File: config.mk
export PLATFORM = sky130hd
export DESIGN_NAME = axi_master_wr_split
export DESIGN_NICKNAME = d
export VERILOG_FILES = /design/src/rtl/axi_master_wr_split.sv
export SDC_FILE = /design/constraint.sdc
export NUM_CORES = 1
export LEC_CHECK = 0
export BUFFER_PORTS_ARGS = -buffer_cell sky130_fd_sc_hd__clkbuf_2
export CORE_MARGIN = 2
export CORE_UTILIZATION = 35
export CTS_BUF_LIST = sky130_fd_sc_hd__clkbuf_2
export DETAILED_ROUTE_END_ITERATION = 7
export PLACE_DENSITY = 0.64
export SYNTH_ARGS = -nofsm -noshare
export SYNTH_HDL_FRONTEND = slang
export SYNTH_SLANG_ARGS = --single-unit
export TNS_END_PERCENT = 1
File: constraint.sdc
create_clock -name clk -period 4.91 [get_ports clk]
set_input_delay 0.491 -clock clk [delete_from_list [all_inputs] [get_ports clk]]
set_output_delay 0.491 -clock clk [all_outputs]
set_load 0.05 [all_outputs]
File: src/rtl/axi_master_wr_split.sv
`default_nettype none
// ============================================================================
// Module   : axi_master_wr_split
// Brief    : Splits one user write into AXI4 INCR bursts of at most MAX_BURST
//            beats that never cross a 4 KB boundary. Beats are pulled from a
//            show-ahead FIFO. Define AXI_BRESP_CHECK_EN to add the sticky
//            wr_err output.
// Revision : 1.0 - initial release
// ============================================================================
module axi_master_wr_split #(
    parameter int         DATA_W    = 64,
    parameter int         ADDR_W    = 30,
    parameter int         MAX_BURST = 16,
    parameter logic [3:0] AXI_ID    = 4'd0
) (
    input  logic                  clk,
    input  logic                  rst_n,
    input  logic                  wr_start,
    input  logic [ADDR_W-1:0]     wr_addr,
    input  logic [15:0]           wr_beats,
    input  logic [DATA_W-1:0]     wr_data,
    input  logic                  wr_data_avail,
    output logic                  wr_data_rd,
    output logic                  wr_ready,
    output logic                  wr_done,
`ifdef AXI_BRESP_CHECK_EN
    output logic                  wr_err,
`endif
    output logic [3:0]            m_axi_awid,
    output logic [ADDR_W-1:0]     m_axi_awaddr,
    output logic [7:0]            m_axi_awlen,
    output logic [2:0]            m_axi_awsize,
    output logic [1:0]            m_axi_awburst,
    output logic                  m_axi_awlock,
    output logic [3:0]            m_axi_awcache,
    output logic [2:0]            m_axi_awprot,
    output logic [3:0]            m_axi_awqos,
    output logic                  m_axi_awvalid,
    input  logic                  m_axi_awready,
    output logic [DATA_W-1:0]     m_axi_wdata,
    output logic [DATA_W/8-1:0]   m_axi_wstrb,
    output logic                  m_axi_wlast,
    output logic                  m_axi_wvalid,
    input  logic                  m_axi_wready,
    input  logic [1:0]            m_axi_bresp,
    input  logic                  m_axi_bvalid,
    output logic                  m_axi_bready
);

    localparam int c_SIZE = $clog2(DATA_W / 8);

    typedef enum logic [2:0] {
        S_IDLE = 3'd0,
        S_CALC = 3'd1,
        S_AW   = 3'd2,
        S_W    = 3'd3,
        S_B    = 3'd4
    } state_t;

    state_t              r_state;
    logic [ADDR_W-1:0]   r_addr;
    logic [15:0]         r_remaining;
    logic [8:0]          r_burst;
    logic [7:0]          r_beat_cnt;
    logic [ADDR_W-1:0]   r_awaddr;
    logic [7:0]          r_awlen;
    logic                r_awvalid;
    logic                r_bready;
    logic                r_wr_done;

    logic [12:0]         w_beats_to_4k;
    logic [16:0]         w_burst;
    logic                w_w_hs;
    logic                w_b_hs;
    logic                w_start_ok;
    logic                w_unused;

    // Burst length is the smallest of what is left, the burst cap and the room to the next 4 KB page.
    always_comb begin
        w_beats_to_4k = (13'h1000 - {1'b0, r_addr[11:0]}) >> c_SIZE;
        w_burst       = {1'b0, r_remaining};
        if (w_burst > 17'(MAX_BURST))
            w_burst = 17'(MAX_BURST);
        if (w_burst > {4'd0, w_beats_to_4k})
            w_burst = {4'd0, w_beats_to_4k};
    end

    assign w_w_hs     = m_axi_wvalid & m_axi_wready;
    assign w_b_hs     = m_axi_bvalid & r_bready;
    assign w_start_ok = (r_state == S_IDLE) && wr_start && (wr_beats != 16'd0);

    always_ff @(posedge clk) begin
        if (!rst_n) begin
            r_state     <= S_IDLE;
            r_addr      <= '0;
            r_remaining <= '0;
            r_burst     <= '0;
            r_beat_cnt  <= '0;
            r_awaddr    <= '0;
            r_awlen     <= '0;
            r_awvalid   <= 1'b0;
            r_bready    <= 1'b0;
            r_wr_done   <= 1'b0;
        end else begin
            r_wr_done <= 1'b0;
            case (r_state)
                S_IDLE: begin
                    if (w_start_ok) begin
                        r_addr      <= {wr_addr[ADDR_W-1:c_SIZE], {c_SIZE{1'b0}}};
                        r_remaining <= wr_beats;
                        r_state     <= S_CALC;
                    end
                end
                S_CALC: begin
                    r_awaddr  <= r_addr;
                    r_awlen   <= 8'(w_burst - 17'd1);
                    r_burst   <= w_burst[8:0];
                    r_awvalid <= 1'b1;
                    r_state   <= S_AW;
                end
                S_AW: begin
                    if (m_axi_awready) begin
                        r_awvalid  <= 1'b0;
                        r_beat_cnt <= '0;
                        r_state    <= S_W;
                    end
                end
                S_W: begin
                    if (w_w_hs) begin
                        r_beat_cnt <= r_beat_cnt + 8'd1;
                        if (r_beat_cnt == r_awlen) begin
                            r_remaining <= r_remaining - {7'd0, r_burst};
                            r_addr      <= r_addr + (ADDR_W'(r_burst) << c_SIZE);
                            r_bready    <= 1'b1;
                            r_state     <= S_B;
                        end
                    end
                end
                S_B: begin
                    if (m_axi_bvalid) begin
                        r_bready <= 1'b0;
                        if (r_remaining == 16'd0) begin
                            r_wr_done <= 1'b1;
                            r_state   <= S_IDLE;
                        end else begin
                            r_state   <= S_CALC;
                        end
                    end
                end
                default: r_state <= S_IDLE;
            endcase
        end
    end

`ifdef AXI_BRESP_CHECK_EN
    logic r_wr_err;

    // Sticky error: cleared only when a new transfer is accepted.
    always_ff @(posedge clk) begin
        if (!rst_n)
            r_wr_err <= 1'b0;
        else if (w_start_ok)
            r_wr_err <= 1'b0;
        else if (w_b_hs && (m_axi_bresp != 2'b00))
            r_wr_err <= 1'b1;
    end

    assign wr_err   = r_wr_err;
    assign w_unused = ^wr_addr[c_SIZE-1:0];
`else
    assign w_unused = ^{m_axi_bresp, wr_addr[c_SIZE-1:0]};
`endif

    assign wr_ready      = (r_state == S_IDLE);
    assign wr_done       = r_wr_done;
    assign m_axi_awid    = AXI_ID;
    assign m_axi_awaddr  = r_awaddr;
    assign m_axi_awlen   = r_awlen;
    assign m_axi_awsize  = 3'(c_SIZE);
    assign m_axi_awburst = 2'b01;
    assign m_axi_awlock  = 1'b0;
    assign m_axi_awcache = 4'b0010;
    assign m_axi_awprot  = 3'b000;
    assign m_axi_awqos   = 4'b0000;
    assign m_axi_awvalid = r_awvalid;
    assign m_axi_wdata   = wr_data;
    assign m_axi_wstrb   = '1;
    assign m_axi_wvalid  = (r_state == S_W) & wr_data_avail;
    assign m_axi_wlast   = (r_beat_cnt == r_awlen) & m_axi_wvalid;
    assign wr_data_rd    = w_w_hs;
    assign m_axi_bready  = r_bready;

endmodule
`default_nettype wire

**Word level (Yosys, flattened, before mapping)**

Index checks and enable logic that the tools add are counted.

- Bits in registers: 107
- Input port bits: 119
- Output and inout port bits: 138

- Add/sub/neg operators: 5
- Magnitude comparators: 2
- Eq/ne operators: 10
- Mux-type cells: 27
- Bitwise logic cells: 3
- Reductions and logical operators: 15

Operators by type and width:

| kind | number |
|---|---|
| two-way mux 30 bit | 3 |
| two-way mux 16 bit | 4 |
| one-hot mux 30 bit (2 select lines) | 1 |
| one-hot mux 16 bit (2 select lines) | 1 |
| adder 30 x 12 -> 30 bit | 1 |
| greater-than comparator 16 x 10 -> 1 bit | 1 |
| greater-than comparator 16 x 5 -> 1 bit, second input constant | 1 |
| zero test 16 bit | 1 |
| two-way mux 8 bit | 2 |
| one-hot mux 8 bit (2 select lines) | 1 |
| nonzero test 16 bit | 1 |
| subtractor 16 x 9 -> 16 bit | 1 |
| two-way mux 3 bit | 5 |
| one-hot mux 3 bit (5 select lines) | 1 |
| subtractor 13 x 12 -> 13 bit, first input constant | 1 |
| two-way mux 9 bit | 1 |
| adder 8 x 1 -> 8 bit, second input constant | 1 |
| == test 8 bit | 1 |
| inequality test 2 bit, second input constant | 4 |
| AND reduction 4 bit | 2 |
| nonzero test 2 bit | 4 |
| subtractor 8 x 1 -> 8 bit, second input constant | 1 |
| == test 3 x 2 -> 1 bit, second input constant | 2 |
| two-way mux 1 bit | 6 |
| other kinds (10) | 15 |

**Depth between registers and ports, before layout**

Gate-level depths: netlist of run 1.

- Word-level depth: 5
- Depth in mapped cells: 17

**Worst setup path before layout of run 1**

OpenSTA, ideal clock, no wires.

- Path type: reg2reg
- Start point: register r_remaining[11]
- End point: register r_awlen[4] (netlist: m_axi_awlen[4])
- Library setup time: 119 ps
- Data arrival time: 3,544 ps
- Data required time: 4,791 ps
- Path slack: 1,247 ps
- Cell stages (with the launch flop): 15
- Clock period less this slack: 3,663 ps
- Cell sequence: dfxtp_1 or4_4 nor4_4 inv_1 ha_1 nand4_1 a211oi_1 o31a_1 clkbuf_1 mux2_2 ha_1 and3_1 nor3_1 a21o_1 o21ai_1

- Longest elaborated chain between the ends: 5

RTL lines:

| what | line | text |
|---|---|---|
| start, declared | 62 | `logic [15:0] r_remaining;` |
| start signal, assigned | 110 | `r_remaining <= wr_beats;` |
| start signal, assigned | 132 | `r_remaining <= r_remaining - {7'd0, r_burst};` |
| greater-than comparator 16 x 5 -> 1 bit | 82 | `if (w_burst > 17'(MAX_BURST))` |
| two-way mux 16 bit (*) | 82 |  |
| greater-than comparator 16 x 10 -> 1 bit | 84 | `if (w_burst > {4'd0, w_beats_to_4k})` |
| two-way mux 9 bit (*) | 84 |  |
| subtractor 8 x 1 -> 8 bit (*) | 116 | `r_awlen <= 8'(w_burst - 17'd1);` |
| end signal, assigned | 116 |  |
| end, declared | 66 | `logic [7:0] r_awlen;` |

Every way passes the cells marked *; elsewhere a longest branch is shown, timed or not.
A chain may end at the register's enable or synchronous reset.

**Worst setup path in the final report of run 1**

- Start point: register r_remaining[11]
- End point: register r_awlen[6] (netlist: m_axi_awlen[6])

The elaborated chain is that of the path after synthesis.

==> results.md, run 1 <==
- Initial antenna violation count: 1
- Crit Path Category: reg -> reg
- 1st-iter DRT viols: 417
- Root Driver: clkbuf_2
- Port Buffers: 91
- Post-synth EDFFs: 0
- Maximum clock frequency: 256.5 MHz
- Via count: 6,322
- Nets: 1,067
- Async SR Flop Fraction: 0%
- Unrepaired setup endpoints after global routing: false
- Worst Max-Slew Pin Slew: 0.9376 ns
- #FFs+latches synth: 101
- Final Max Tran Viols: 0
- Maximum number of pins on one net before global-route repair: 50
- Avg Inst Size Synth: 7.831 um^2
- Top Ports: 257
- Type of origin of the critical path: register
- Fin crit period: 3.899 ns
- Post-CTS Setup Bufs: 0
- Post-synth cell types: 79
- Fin util: 36.35%
- Via density per instance: 5.313
- Mapped Area: 7149 um^2
- Yosys warning total: 0
- HP Class: in -> reg
- Depth of the CTS H-tree: 3
- CP endpoint kind: register
- Post-CTS resize count: 0
- Status: finished, final reports clean
- Worst-path fanout max: 8
- Max Root-Sink Buffers: 2
- Max transition margin: 37.49%
- Wire length per cell: 15.94 um
- Share of the synthesized area in the top cell type: 28.28%
- Initial Util: 35.45%
- Reg clk slew, reported paths: 0.30 ns
- Die width: 146.9 um
- GR Overflow Total: 0
- Synth area leader: dfxtp_1
- Top cells by area, synth: dfxtp_1, buf_4, nand2_1
- DRC: 0
- Register area share after synthesis: 28.28%
- WL final: 18,970 um
- Synth Instances: 913
- Worst-Skew Late Latency: 0.69 ns
- # clock sinks: 101
- CTS buffer count: 9
- Rows: 52
- Leakage Power: 3.005 nW
- Die H: 146.9 um
- Vias in the first global route: 5,913
- First-pass DRT Iterations: 4
- ANT nets after route: 0
- Most frequent cells in the layout: nand2_1, dfxtp_1, clkbuf_2
- Setup TNS: 0 ns
- Share of post-route cells with drive strength above 1: 15.56%
- CTS tree: done
- Pwr Density: 599.4 nW/um^2
- DP HPWL: 13,820 um
- CTS Hold Bufs: 0
- Fin. Hold Viols: 0
- Placer Congestion: 0.8600
- Clock Skew: 0.04952 ns
- P&R area growth vs syn: 2.538%
- Tcrit/Tclk final: 79.41%
- Maximum VDD drop: 0.0001768 V
- # setup viols final: 0
- Max_cap viols: 0
- Die area: 21,590 um^2
- CP required: 5.47 ns
- First-pass GRT wire length: 30,730 um
- Prevailing post-synth register cell: dfxtp_1
- Core Area: 20,170 um^2
- Commonest non-fill, non-tap cell in the layout: nand2_1
- Total GRT Usage: 17.51%
- WP data arrival: 4.46 ns
## final cells by class
type,count,area [um^2]
fill,2168,12840
timing repair buffer,100,523.0
clock inverter,7,103.9
clock buffer,9,45.04
inverter,31,116.4
antenna,1,2.502
tap,270,337.8
sequential,101,2022
multi-input combinational,671,4180
## metrics by stage
stage | hold WS [ns] | setup WS (ns) | total power, mW | cells | area (um^2)
2_1_floorplan | 0.4486 | 1.247 | 3.464 | 948 | 7281
3_3_place_gp | 0.4460 | 1.057 | 3.854 | 1173 | 7179
3_5_place_dp | 0.4456 | 1.035 | 3.884 | 1173 | 7179
4_1_cts | 0.02809 | 0.9596 | 4.387 | 1189 | 7328
6_report | 0.03902 | 1.011 | 4.394 | 1190 | 7331
5_1_grt | 0.03717 | 0.7428 | 4.756 | 1190 | 7331
## metal layers
layer	vias to the layer above	wire length (um)	track usage (%)
li1	3132	-	-
met2	156	8548	27.77
met3	22	994	3.323
met4	0	249	5.337
met1	3012	9174	24.21
met5	-	0	0
## synthesized netlist by cell type (6+ instances only)
library cell	instances
buf_2	6
xor2_1	18
o21a_1	13
and3_1	11
a211oi_1	25
a211o_1	6
clkbuf_1	31
nand2_1	121
nor3_1	23
buf_4	98
xnor2_1	14
nand4_1	12
inv_1	31
nand3b_1	8
a21oi_1	79
nand3_1	28
o21ai_0	39
nor2_1	60
o31a_1	10
a311oi_1	7
nand2b_1	7
o211a_1	6
dfxtp_1	101
o311a_1	6
ha_1	32
## power breakdown
| group | internal, mW | leakage, nW | switching, mW |
|---|---|---|---|
| registers | 1.01 | 0.825 | 0.255 |
| logic | 0.964 | 2.09 | 1.66 |
| clock network | 0.178 | 0.0879 | 0.320 |
## flip-flops by register name (all words and copies together), names as in the netlist
register	cells
m_axi_awaddr	27
m_axi_awlen	8
m_axi_awvalid	1
m_axi_bready	1
r_addr	27
r_beat_cnt	8
r_burst	9
r_remaining	16
r_state	3
wr_done	1
## logic make-up after synthesis
logic type               Yosys count  synth area share (%)
AO/OA/AOI/OAI                    245                 23.40
XOR/XNOR                          32                 3.920
adder cells (fa/ha/maj)           34                 6.160
buffers and inverters            176                 15.09
flip-flops                       101                 28.28
multiplexers                       6                0.8750
other                              2                0.1050
AND/OR/NAND/NOR                  317                 22.17
## path summary, 6_finish.rpt
path              cells past startpoint  slack, ns            start              end
hold / removal                        3       0.04       wr_addr[3]        r_addr[3]
setup reg to reg                     14       1.01  r_remaining[11]   m_axi_awlen[6]
setup / recovery                     14       1.01  r_remaining[11]   m_axi_awlen[6]
hold reg to reg                       2       0.47  m_axi_awaddr[6]  m_axi_awaddr[6]
## worst max-delay path: stages (launching register included)
cell and delay (ns):
dfxtp_1 0.43, or4_4 0.60, nor4_4 0.52, inv_1 0.17
ha_1 0.31, nand4_1 0.12, a211oi_1 0.23, o31a_1 0.24
mux2_2 0.39, ha_1 0.27, nand2_1 0.08, a21oi_1 0.05
xnor2_1 0.12, mux2i_1 0.16, a21oi_1 0.08
No activity file was read; power rests on OpenSTA's default activity.
==> inputs of run 2 (changes only) <==
--- a/config.mk
+++ b/config.mk
@@ -5,6 +5,7 @@
 export SDC_FILE = /design/constraint.sdc
 export NUM_CORES = 1
 export LEC_CHECK = 0
+export ABC_AREA = 1
 export BUFFER_PORTS_ARGS = -buffer_cell sky130_fd_sc_hd__clkbuf_2
 export CORE_MARGIN = 2
 export CORE_UTILIZATION = 35
==> constraint.sdc (replaced) <==
create_clock -name clk -period 3.68 [get_ports clk]
set_input_delay 0.368 -clock clk [delete_from_list [all_inputs] [get_ports clk]]
set_output_delay 0.368 -clock clk [all_outputs]
set_load 0.05 [all_outputs]
==> results.md, run 2 <==
- Max Root-Sink Buffers: 2
- P&R area growth vs syn: 4.359%
- First-pass DRT Iterations: 5
- DRC: 0
- Rows: 51
- #FFs+latches synth: 101
- # setup viols final: 0
- CTS tree: done
- Total GRT Usage: 17.05%
- 1st-iter DRT viols: 399
- Depth of the CTS H-tree: 3
- Tcrit/Tclk final: 88.53%
- Most frequent cells in the layout: nand2_1, inv_1, nor2_1
- Initial Util: 35.93%
- Synth area leader: dfxtp_1
- CP required: 4.24 ns
- Maximum clock frequency: 306.9 MHz
- CP endpoint kind: register
- Share of post-route cells with drive strength above 1: 14.06%
- Die H: 146.0 um
- Max transition margin: 58.49%
- Synth Instances: 1,045
- Async SR Flop Fraction: 0%
- WP data arrival: 3.82 ns
- Post-synth EDFFs: 0
- Max_cap viols: 0
- Avg Inst Size Synth: 6.758 um^2
- Nets: 1,217
- Post-synth cell types: 46
- Clock Skew: 0.02729 ns
- ANT nets after route: 0
- Leakage Power: 3.425 nW
- Mapped Area: 7062 um^2
- Post-CTS Setup Bufs: 0
- Most frequent cell after synthesis: nand2_1
- Yosys warning total: 0
- Via density per instance: 4.855
- Setup TNS: 0 ns
- Pwr Density: 909.2 nW/um^2
- Crit Path Category: reg -> reg
- Placer Congestion: 0.9100
- Maximum number of pins on one net before global-route repair: 72
- DP HPWL: 13,670 um
- Fillers: 2,178
- Top cells by area, synth: dfxtp_1, buf_4, nand2_1
- GR Overflow Total: 0
- # clock sinks: 101
- Synth cell count leaders: nand2_1, inv_1, nor2_1
- Status: finished, final reports clean
- Via count: 6,467
- Port Buffers: 91
- Register area share after synthesis: 28.63%
- Top Ports: 257
- WL final: 18,270 um
- Worst Max-Slew Pin Slew: 0.6227 ns
- Worst-path fanout max: 8
- Commonest non-fill, non-tap cell in the layout: nand2_1
- ANT cells: 0
- Wire length per cell: 13.71 um
- Final Max Tran Viols: 0
- Worst-Skew Late Latency: 0.62 ns
- Prevailing post-synth register cell: dfxtp_1
- Initial antenna violation count: 0
- Fin. Hold Viols: 0
- Type of origin of the critical path: register
- Die area: 21,330 um^2
- CTS buffer count: 9
- Vias in the first global route: 5,951
- Die width: 146.0 um
- Reg clk slew, reported paths: 0.27 ns
- HP Class: in -> reg
- Fin util: 37.50%
- Unrepaired setup endpoints after global routing: false
- Root Driver: clkbuf_2
- Share of the synthesized area in the top cell type: 28.63%
- First-pass GRT wire length: 29,870 um
- Core Area: 19,650 um^2
- Maximum VDD drop: 0.0005093 V
- Fin crit period: 3.258 ns
run 2: cell types whose count changed in the layout (fill, tap and decap cells not counted), sizes merged, moves of 13 or more:
cell and change:
o21ai +43, nand2 +61, a21oi +16, nor2 +47, inv +76, or2 +14, o21a -13, a211oi -16
nand3 +28
run 2: per-stage QoR:
| stage | instance area, um^2 | hold WS, ns | total power [mW] | std cells | setup WS [ns] |
|---|---|---|---|---|---|
| 4_1_cts | 7360 | 0.003019 | 6.727 | 1332 | 0.2841 |
| 6_report | 7370 | 0.04124 | 6.700 | 1332 | 0.4220 |
| 3_5_place_dp | 7147 | 0.4771 | 6.109 | 1309 | 0.2881 |
| 3_3_place_gp | 7147 | 0.4656 | 6.075 | 1309 | 0.3637 |
| 2_1_floorplan | 7193 | 0.4473 | 5.402 | 1080 | 0.6147 |
| 5_1_grt | 7370 | 0.01586 | 7.350 | 1332 | 0.02820 |
run 2: layer usage:
layer / wire length, um / vias up / GRT usage [%]
met4: 350 / 0 / 5.097
li1: - / 3348 / -
met3: 874 / 31 / 3.875
met1: 8507 / 2928 / 21.79
met5: 0 / - / 0
met2: 8534 / 160 / 28.75
run 2: path summary, 6_finish.rpt:
path,start,end,slack [ns],cells after the start
setup reg to reg,r_addr[3],m_axi_awlen[6],0.42,22
hold / removal,wr_beats[5],r_remaining[5],0.04,3
setup / recovery,r_addr[3],m_axi_awlen[6],0.42,22
hold reg to reg,r_addr[25],r_addr[25],0.51,2
run 2: report_power, final:
part | internal (mW) | switching, mW | total [mW]
Clock | 0.214 | 0.379 | 0.593
Sequential | 1.51 | 0.412 | 1.92
Combinational | 1.28 | 2.91 | 4.18
run 2: critical path, cell delays in order (launching register included):
cell     delay [ns]
dfxtp_1        0.43
inv_2          0.13
ha_1           0.15
nand3_1        0.09
nor2_1         0.17
nand3_1        0.13
nor2_1         0.14
xor2_1         0.21
inv_1          0.07
ha_1           0.26
nand2_1        0.08
nor2_1         0.06
nand3_2        0.14
nand2_2        0.13
o21ai_0        0.27
inv_1          0.10
ha_1           0.23
nand2_1        0.09
nor2_1         0.07
nand2_1        0.06
nand2_1        0.04
a21oi_1        0.14
nor2_1         0.05
run 2: area by class of cell:
class | count | area, um^2 | area share [%]
multi-input combinational | 732 | 3867 | 52.48
sequential | 101 | 2022 | 27.44
timing repair buffer | 108 | 605.6 | 8.217
inverter | 112 | 420.4 | 5.705
tap | 265 | 331.6 | 4.499
clock inverter | 5 | 77.57 | 1.053
clock buffer | 9 | 45.04 | 0.6112
run 2: kinds of logic after synthesis:
family | count (synthesis) | synth area share, %
flip-flops | 101 | 28.63
AO/OA/AOI/OAI | 227 | 17.84
buffers and inverters | 247 | 18.67
other | 2 | 0.1063
AND/OR/NAND/NOR | 408 | 25.28
adder cells (fa/ha/maj) | 34 | 6.237
XOR/XNOR | 26 | 3.225
run 2: timing repair:
item | in CTS | in global routing
hold endpoints to repair | 9 | 0
setup endpoints to repair | 0 | 3
hold buffers | 9 | 0
gates resized for setup | 0 | 3
==> inputs of run 3 (changes only) <==
--- a/config.mk
+++ b/config.mk
@@ -6,12 +6,14 @@
 export NUM_CORES = 1
 export LEC_CHECK = 0
 export ABC_AREA = 1
+export ABC_CLOCK_PERIOD_IN_PS = 3680
 export BUFFER_PORTS_ARGS = -buffer_cell sky130_fd_sc_hd__clkbuf_2
+export CORE_ASPECT_RATIO = 1.1
 export CORE_MARGIN = 2
-export CORE_UTILIZATION = 35
+export CORE_UTILIZATION = 52
 export CTS_BUF_LIST = sky130_fd_sc_hd__clkbuf_2
 export DETAILED_ROUTE_END_ITERATION = 7
-export PLACE_DENSITY = 0.64
+export PLACE_DENSITY = 0.87
 export SYNTH_ARGS = -nofsm -noshare
 export SYNTH_HDL_FRONTEND = slang
 export SYNTH_SLANG_ARGS = --single-unit
==> results.md, run 3 (synthesis results as in run 2) <==
- ANT cells: 0
- DP HPWL: 12,650 um
- First-pass DRT Iterations: 6
- CP endpoint kind: register
- Setup TNS: 0 ns
- Maximum number of pins on one net before global-route repair: 63
- Nets: 1,211
- HP Class: in -> reg
- Die width: 115.1 um
- R2R Path Start: r_addr[3]
- P&R area growth vs syn: 1.506%
- Critical Path, Cell by Cell: inv_1, ha_1, nand3_1, nor2_1, nand3_1, nor2_1, xor2_1, inv_1, ha_1, nand2_1, nor2_1, nand3_2, nand2_2, nand2_1, o21ai_0, buf_4, inv_1, ha_1, nand2_1, nor2_2, nand2_1, a21oi_1, nor2_1
- Power share of the sequential group: 28.7%
- Core Area: 13,210 um^2
- Max_cap viols: 0
- Buf/Inv on CP: 4
- Via count: 6,617
- Most frequent cells in the layout: nand2_1, inv_1, nor2_1
- Dpl cells: 1,206
- GR Overflow Total: 0
- Reg clk slew, reported paths: 0.32 ns
- Hold slack: 0.005655 ns
- Die H: 126.2 um
- DRC: 0
- Placer Congestion: 0.9781
- End of the critical path: m_axi_awlen[6]
- Clock power frac: 7.9%
- Worst Hold Depth: 3
- Worst path max stage delay: 0.42 ns
- Initial Util: 53.45%
- Depth of the CTS H-tree: 3
- Crit Path Category: reg -> reg
- Status: finished, final reports clean
- Pwr Density: 930.3 nW/um^2
- Leakage Power: 3.395 nW
- Switching power total: 3.755 mW
- Wire length per cell: 13.92 um
- Vias in the first global route: 5,993
- Die area: 14,530 um^2
- R2R Path End: m_axi_awlen[6]
- CP required: 4.26 ns
- WL final: 17,040 um
- Switch share: 56.31%
- Maximum VDD drop: 0.0004348 V
- Commonest non-fill, non-tap cell in the layout: nand2_1
- Rows: 44
- # clock sinks: 101
- Max Root-Sink Buffers: 2
- Non-filler cells in the finished layout: 1,224
- Flop2flop setup slack: 0.36 ns
- Clock Skew: 0.04134 ns
- Via density per instance: 5.406
- Type of origin of the critical path: register
- Share of post-route cells with drive strength above 1: 14.49%
- First-pass GRT wire length: 27,720 um
- Fin util: 54.25%
- CP startpoint: r_addr[3]
- Maximum clock frequency: 301.5 MHz
- Tcrit/Tclk final: 90.14%
- CTS tree: done
- Int Pwr: 2.914 mW
- Final setup margin: 0.3629 ns
- Path length in cells of the critical path: 23
- Total GRT Usage: 23.30%
- ANT nets after route: 0
- Worst-path fanout max: 8
- Fin crit period: 3.317 ns
- Unrepaired setup endpoints after global routing: false
- Initial antenna violation count: 0
- CTS buffer count: 9
- Worst-Skew Late Latency: 0.63 ns
- Pre-CTS setup slack: 0.2567 ns
- Combinational Power Share: 63.4%
- # setup viols final: 0
- Worst Max-Slew Pin Slew: 0.5818 ns
- Max transition margin: 61.16%
- Reg2reg path depth: 23
- WP data arrival: 3.90 ns
- Top Ports: 257
- Final Max Tran Viols: 0
- Fin. Hold Viols: 0
- 1st-iter DRT viols: 416
- Post-CTS Setup Bufs: 0
- Root Driver: clkbuf_2
- Port Buffers: 91
- Cell family with most CP delay: simple AND/OR/NAND/NOR gates
- Slowest CP cell: dfxtp_1
==> run 3: cell count changes in the layout (fill, tap and decap cells not counted), sizes merged <==
cell,delta
dlygate4sd3,-7
bufinv,-2
inv,+2
clkinv,+1
clkbuf,+1
buf,+1
==> run 3: what timing repair did <==
| item | in CTS | in global routing |
|---|---|---|
| gates resized for setup | 0 | 6 |
| hold buffers | 2 | 0 |
| endpoints found under the hold margin | 2 | 0 |
| setup endpoints to repair | 0 | 3 |
==> run 3: layer usage <==
metal	share of wire, %	track usage (%)	vias up
met5	0	0	-
met4	3.6	11.34	0
met3	6.1	2.599	46
met2	48	39.03	224
met1	43	29.62	3014
li1	-	-	3333
==> run 3: worst register-to-register path, cell delays in order (launching register included) <==
cell and delay, ns:
dfxtp_1 0.42, inv_1 0.15, ha_1 0.16, nand3_1 0.10
nor2_1 0.13, nand3_1 0.14, nor2_1 0.15, xor2_1 0.20
inv_1 0.06, ha_1 0.27, nand2_1 0.07, nor2_1 0.06
nand3_2 0.14, nand2_2 0.14, nand2_1 0.08, o21ai_0 0.08
buf_4 0.15, inv_1 0.07, ha_1 0.19, nand2_1 0.09
nor2_2 0.16, nand2_1 0.06, a21oi_1 0.15, nor2_1 0.05
==> run 3: worst min-delay path by stage <==
stage	startpoint	to	slack, ns
CTS	wr_beats[4]	r_remaining[4]	0.001
detailed placement	r_addr[25]	r_addr[25]	0.47
global route	wr_addr[17]	r_addr[17]	0.0006
floorplan	r_beat_cnt[0]	r_beat_cnt[0]	0.45
global placement	m_axi_awvalid	m_axi_awvalid	0.46
finish	wr_beats[4]	r_remaining[4]	0.006
==> run 3: metrics by stage <==
stage               cell area, um^2  total power, mW
finish                         7168            6.669
global route                   7168            7.301
CTS                            7151            6.605
detailed placement             7024            6.080
global placement               7024            5.988
floorplan                      7193            5.402
==> run 3: cell type report <==
| type | count | area [um^2] |
|---|---|---|
| Multi-Input combinational cell | 732 | 3875 |
| Tap cell | 161 | 201.4 |
| Clock buffer | 10 | 50.05 |
| Fill cell | 1310 | 6045 |
| Timing Repair Buffer | 102 | 543.0 |
| Clock inverter | 6 | 56.30 |
| Sequential cell | 101 | 2022 |
| Inverter | 112 | 420.4 |
==> run 3: power by group through the flow <==
stage / clock network, mW / registers (mW) / logic [mW]
floorplan: 0 / 2.42 / 2.98
global placement: 0 / 1.91 / 4.07
detailed placement: 0 / 1.92 / 4.16
CTS: 0.529 / 1.90 / 4.18
global route: 0.573 / 1.97 / 4.76
finish: 0.529 / 1.91 / 4.23
